$ cat src/rtl/button_debouncer.sv
// Push-button debouncer: synchronizes the raw button and the divided sample
// strobe, then runs a four-state stability FSM on each strobe rising edge.
// Produces a debounced level, one-clk press/release pulses and a press count.
module button_debouncer #(
    parameter int unsigned STABLE_SAMPLES = 3,
    parameter int unsigned SYNC_STAGES    = 2
) (
    input  logic       clk,
    input  logic       reset,
    input  logic       slow_CLK,
    input  logic       btn_in,
    output logic       btn_state,
    output logic       btn_pressed,
    output logic       btn_released,
    output logic [7:0] press_count
);

    localparam logic [3:0] STABLE_N = 4'(STABLE_SAMPLES);

    typedef enum logic [1:0] {
        RELEASED,
        PRESS_CHECK,
        PRESSED,
        RELEASE_CHECK
    } state_t;

    logic [SYNC_STAGES-1:0] btn_sync_q, btn_sync_d;
    logic [SYNC_STAGES-1:0] slow_sync_q, slow_sync_d;
    logic [SYNC_STAGES-1:0] vld_q, vld_d;
    logic                   slow_prev_q, slow_prev_d;
    logic                   armed_q, armed_d;
    state_t                 state_q, state_d;
    logic [3:0]             stable_cnt_q, stable_cnt_d;
    logic                   btn_state_q, btn_state_d;
    logic                   btn_pressed_q, btn_pressed_d;
    logic                   btn_released_q, btn_released_d;
    logic [7:0]             press_count_q, press_count_d;

    logic       btn_s;
    logic       slow_s;
    logic       sample_tick;
    logic [3:0] cnt_inc;

    // Synchronizer shift, previous-strobe register and tick arming.
    // vld tracks when the synchronizer holds real samples rather than reset
    // zeros; ticks are armed only once a genuine low strobe has been seen, so
    // a strobe already high at reset release cannot fake a rising edge.
    always_comb begin
        btn_sync_d  = {btn_sync_q[SYNC_STAGES-2:0], btn_in};
        slow_sync_d = {slow_sync_q[SYNC_STAGES-2:0], slow_CLK};
        vld_d       = {vld_q[SYNC_STAGES-2:0], 1'b1};
        btn_s       = btn_sync_q[SYNC_STAGES-1];
        slow_s      = slow_sync_q[SYNC_STAGES-1];
        slow_prev_d = slow_s;
        armed_d     = armed_q | (vld_q[SYNC_STAGES-1] & ~slow_s);
        sample_tick = slow_s & ~slow_prev_q & armed_q;
    end

    // Next-state and stability counter, advanced only on sample ticks.
    always_comb begin
        state_d      = state_q;
        stable_cnt_d = stable_cnt_q;
        cnt_inc      = stable_cnt_q + 4'd1;
        if (sample_tick) begin
            case (state_q)
                RELEASED: begin
                    if (btn_s) begin
                        if (STABLE_N == 4'd1) begin
                            state_d      = PRESSED;
                            stable_cnt_d = '0;
                        end else begin
                            state_d      = PRESS_CHECK;
                            stable_cnt_d = 4'd1;
                        end
                    end
                end
                PRESS_CHECK: begin
                    if (!btn_s) begin
                        state_d      = RELEASED;
                        stable_cnt_d = '0;
                    end else if (cnt_inc == STABLE_N) begin
                        state_d      = PRESSED;
                        stable_cnt_d = '0;
                    end else begin
                        stable_cnt_d = cnt_inc;
                    end
                end
                PRESSED: begin
                    if (!btn_s) begin
                        if (STABLE_N == 4'd1) begin
                            state_d      = RELEASED;
                            stable_cnt_d = '0;
                        end else begin
                            state_d      = RELEASE_CHECK;
                            stable_cnt_d = 4'd1;
                        end
                    end
                end
                RELEASE_CHECK: begin
                    if (btn_s) begin
                        state_d      = PRESSED;
                        stable_cnt_d = '0;
                    end else if (cnt_inc == STABLE_N) begin
                        state_d      = RELEASED;
                        stable_cnt_d = '0;
                    end else begin
                        stable_cnt_d = cnt_inc;
                    end
                end
                default: begin
                    state_d      = RELEASED;
                    stable_cnt_d = '0;
                end
            endcase
        end
    end

    // Registered outputs derived from the next state so they align with it.
    always_comb begin
        btn_state_d    = (state_d == PRESSED) || (state_d == RELEASE_CHECK);
        btn_pressed_d  = (state_d == PRESSED) && (state_q != PRESSED)
                         && (state_q != RELEASE_CHECK);
        btn_released_d = (state_d == RELEASED) && (state_q != RELEASED)
                         && (state_q != PRESS_CHECK);
        press_count_d  = press_count_q + 8'(btn_pressed_d);
    end

    // All state, synchronizer and output registers.
    always_ff @(posedge clk or posedge reset) begin
        if (reset) begin
            btn_sync_q     <= '0;
            slow_sync_q    <= '0;
            vld_q          <= '0;
            slow_prev_q    <= 1'b0;
            armed_q        <= 1'b0;
            state_q        <= RELEASED;
            stable_cnt_q   <= '0;
            btn_state_q    <= 1'b0;
            btn_pressed_q  <= 1'b0;
            btn_released_q <= 1'b0;
            press_count_q  <= '0;
        end else begin
            btn_sync_q     <= btn_sync_d;
            slow_sync_q    <= slow_sync_d;
            vld_q          <= vld_d;
            slow_prev_q    <= slow_prev_d;
            armed_q        <= armed_d;
            state_q        <= state_d;
            stable_cnt_q   <= stable_cnt_d;
            btn_state_q    <= btn_state_d;
            btn_pressed_q  <= btn_pressed_d;
            btn_released_q <= btn_released_d;
            press_count_q  <= press_count_d;
        end
    end

    assign btn_state    = btn_state_q;
    assign btn_pressed  = btn_pressed_q;
    assign btn_released = btn_released_q;
    assign press_count  = press_count_q;

endmodule
$ cat config.mk
export PLATFORM = sky130hd
export DESIGN_NAME = button_debouncer
export DESIGN_NICKNAME = d
export VERILOG_FILES = /design/src/rtl/button_debouncer.sv
export SDC_FILE = /design/constraint.sdc
export NUM_CORES = 1
export LEC_CHECK = 0
export ABC_CLOCK_PERIOD_IN_PS = 2500
export BUFFER_PORTS_ARGS = -buffer_cell sky130_fd_sc_hd__clkbuf_2
export CAP_MARGIN = 20
export CORE_ASPECT_RATIO = 1.25
export CORE_MARGIN = 2
export CORE_UTILIZATION = 48
export CTS_CLUSTER_SIZE = 14
export DETAILED_ROUTE_END_ITERATION = 10
export MAX_ROUTING_LAYER = met4
export PLACE_DENSITY = 0.72
export SLEW_MARGIN = 10
export SYNTH_ARGS = -nofsm -noshare
export SYNTH_HDL_FRONTEND = slang
export SYNTH_SLANG_ARGS = --single-unit
$ cat constraint.sdc
create_clock -name clk -period 2.5 [get_ports clk]
set_clock_uncertainty 0.15 [all_clocks]
set_input_delay 0.25 -clock clk [delete_from_list [all_inputs] [get_ports clk]]
set_output_delay 0.25 -clock clk [all_outputs]
set_load 0.02 [all_outputs]
==> run metrics <==
syn avg cell area=12.51 um2; switching share of power=32.75%; number of top-level pins=15; number of nets in the layout=115; GR Util All Layers=16.21%; CP Data Required Time=2.56 ns; CTS sink count=25; Critical Path Sink Type=flop; WHS=0.2171 ns; Worst Setup EP=press_count[6]$_DFF_PP0_; die area=2497 um2; Crit Path Max Fanout=6; Tot Pwr=0.9898 mW; via density per instance=5.262; DRC=0; DP HPWL=1162 um; core area=1982 um2; initial antenna violation count=0; r2r setup slk=0.22 ns; Buf/Inv on CP=0; mapped cell area=1013 um2; critical path class=flop to flop; startpoint type of the worst setup path=flop; setup TNS=0 ns; most frequent CP cell=ha_2; PD cells=803.9 nW/um2; dominant cell type by area after synthesis=dfrtp_1; RePlAce Congestion=0.7365; maximum vdd drop=520.8 uV; Comb power frac=29.1%; Seq/Total Area, Yosys=61.73%; row count=18; TritonCTS clock tree=built; Distinct cells, synth=29; status=finished clean; final setup vio count=0; fraction of layout cells with a size suffix above 1=25.47%; unrepaired setup endpoints after global routing=no; vias=663; worst setup path start=stable_cnt_q[3]$_DFFE_PP0P_; Initial Util=51.14%; Synth top area share=61.73%; Hold Crit Class=flop to flop; final hold vios=0; DRT Wirelength=1555 um; FF-to-FF Start=stable_cnt_q[3]$_DFFE_PP0P_; TritonCTS Buffers=3; Worst path slowest cell=dfrtp_1; H-tree Lvls=1; f_max=0.4389 GHz; Mapped Nets=89; Mapped Cells=81; setup repair bufs after CTS=0; Root Driver=clkbuf_4; Die X=45.10 um; critical path's top delay family=simple AND/OR/NAND/NOR gates; Port Buffers=14; critical path arrival=2.34 ns; ANT cells=0; top cells by area, synth=dfrtp_1, ha_1, xnor2_1, xor2_1, nand3_1; Max clock buf depth=2; Clock Power Share=17.4%; number of synthesized flops with an enable pin=0; area grow syn2layout=21.48%; sw power=0.3242 mW; leakage power=0.6208 nW; Pint=0.6656 mW; Period Utilization, post-route=91.15%; R2R cell count=8; drt first pass iters=2; vias in the first global route=709; R2R Path End=press_count[6]$_DFF_PP0_; Final Slew Violations=0; first-pass GRT wire length=2898 um; max incr delay on CP=0.46 ns; CP Cell Sequence=a21bo_1, a41oi_2, nor4_2, ha_2, ha_2, and3_1, nand3_1, xnor2_1; Final min period=2.279 ns; most used flip-flop cell after synthesis=dfrtp_1; share of synthesized registers carrying an async set or reset=100.0%; Iteration-0 DRC Markers=6; WP depth=8; die height=55.38 um; Max Cap Viol=0; gr ovfl total=0; WL/cell=12.34 um; Detail Route Antenna Nets=0; Yosys reg bits=25; Ys Warns=0; later-pin clock latency in the skew report=0.31 ns; share of power burned in registers=53.4%; Clock Pin Slew Worst Setup and Hold Paths=0.12 ns; largest net degree at the start of global routing=26
## Yosys cell counts (all sizes together), types with 2 or more instances
library cell / n
nand3b: 2
ha: 4
nor3: 2
mux2: 2
nand3: 5
a21oi: 2
o21ai: 3
nor2: 4
dfrtp: 25
nand2: 4
xor2: 3
inv: 5
and3: 2
xnor2: 4
## flip-flops by register name (all words and copies together), names as in the netlist, 2 cells and up
register and flops:
press_count 8, stable_cnt_q 4, btn_sync_q 2, slow_sync_q 2
state_q 2, vld_q 2
## power groups by stage
| stage | Sequential (mW) | Combinational (mW) | Clock (mW) |
|---|---|---|---|
| after global routing | 0.542 | 0.323 | 0.197 |
| after CTS | 0.527 | 0.278 | 0.182 |
| after detailed placement | 0.536 | 0.273 | 0 |
| final | 0.529 | 0.288 | 0.173 |
| after floorplan | 0.553 | 0.163 | 0 |
| after global placement | 0.530 | 0.266 | 0 |
## cells by family (layout without fill, tap and decap cells)
family / count (synthesis) / count (layout) / share of synthesized area [%]
muxes: 3 / 3 / 3.210
AOI/OAI and AO/OA: 12 / 12 / 8.890
and+or+nand+nor: 24 / 24 / 12.96
adders and majority gates: 4 / 4 / 4.938
xor gates and xnor gates: 7 / 7 / 6.050
other: 1 / 1 / 0.3700
DFF: 25 / 25 / 61.73
buffers and inverters: 5 / 30 / 1.852
## layout make-up
cell class / count / area [um2]
clock buffers: 4 / 26.28
fillers: 166 / 750.7
inverters: 5 / 18.77
multi-input cells: 51 / 385.4
flip-flops and latches: 25 / 625.6
well taps: 20 / 25.02
repair buffers: 21 / 150.1
## placed cells by master (no fill, tap or decap), types with 2 or more instances in the layout
cell type      instances
and3_1                 2
xnor2_1                4
nand3b_1               2
xor2_1                 3
clkbuf_2              14
clkbuf_4               3
nand3_1                5
inv_1                  5
nor2_1                 3
mux2_1                 2
ha_2                   2
buf_4                  3
dlygate4sd3_1          3
dfrtp_1               25
ha_1                   2
a21oi_1                2
o21ai_1                3
nand2_1                4
## worst reg2reg max path, cell delays in order (launching register included)
cell and delay (ns):
dfrtp_1 0.46, a21bo_1 0.22, a41oi_2 0.15, nor4_2 0.34
ha_2 0.25, ha_2 0.19, and3_1 0.19, nand3_1 0.10
xnor2_1 0.13
## metrics by stage
step / setup slack, ns / instance area (um2) / util, % / instances
floorplan: 0.1324 / 1013 / - / 81
global placement: 0.1530 / 1131 / 57.07 / 118
detailed placement: 0.04117 / 1131 / 57.07 / 118
CTS: 0.02844 / 1187 / 59.91 / 125
global route: 0.05782 / 1231 / 62.12 / 126
finish: 0.2213 / 1231 / 62.12 / 126
## what timing repair did
item | 4_1_cts | 5_1_grt
hold buffers | 3 | 0
gates resized for setup | 0 | 4
endpoints found under the setup margin | 0 | 2
endpoints found under the hold margin | 27 | 0
## worst min-delay path by stage
stage                        startpoint                       end  slack (ns)  depth (start not counted)
6_report       slow_sync_q[0]$_DFF_PP0_  slow_sync_q[1]$_DFF_PP0_        0.22                          0
5_1_grt              vld_q[0]$_DFF_PP0_        vld_q[1]$_DFF_PP0_        0.23                          0
4_1_cts        slow_sync_q[0]$_DFF_PP0_  slow_sync_q[1]$_DFF_PP0_        0.22                          0
3_5_place_dp   slow_sync_q[0]$_DFF_PP0_  slow_sync_q[1]$_DFF_PP0_        0.19                          0
3_3_place_gp    btn_sync_q[0]$_DFF_PP0_   btn_sync_q[1]$_DFF_PP0_        0.19                          0
2_1_floorplan                     reset         armed_q$_DFF_PP0_        0.13                          1
## metal layers
metal,GRT usage [%],up-vias,wire (um)
met5,-,-,0
met4,8.824,0,41
met3,1.961,5,34
met2,26.53,10,838
met1,18.54,314,642
li1,-,334,-
(Power assumes the default switching activity.)
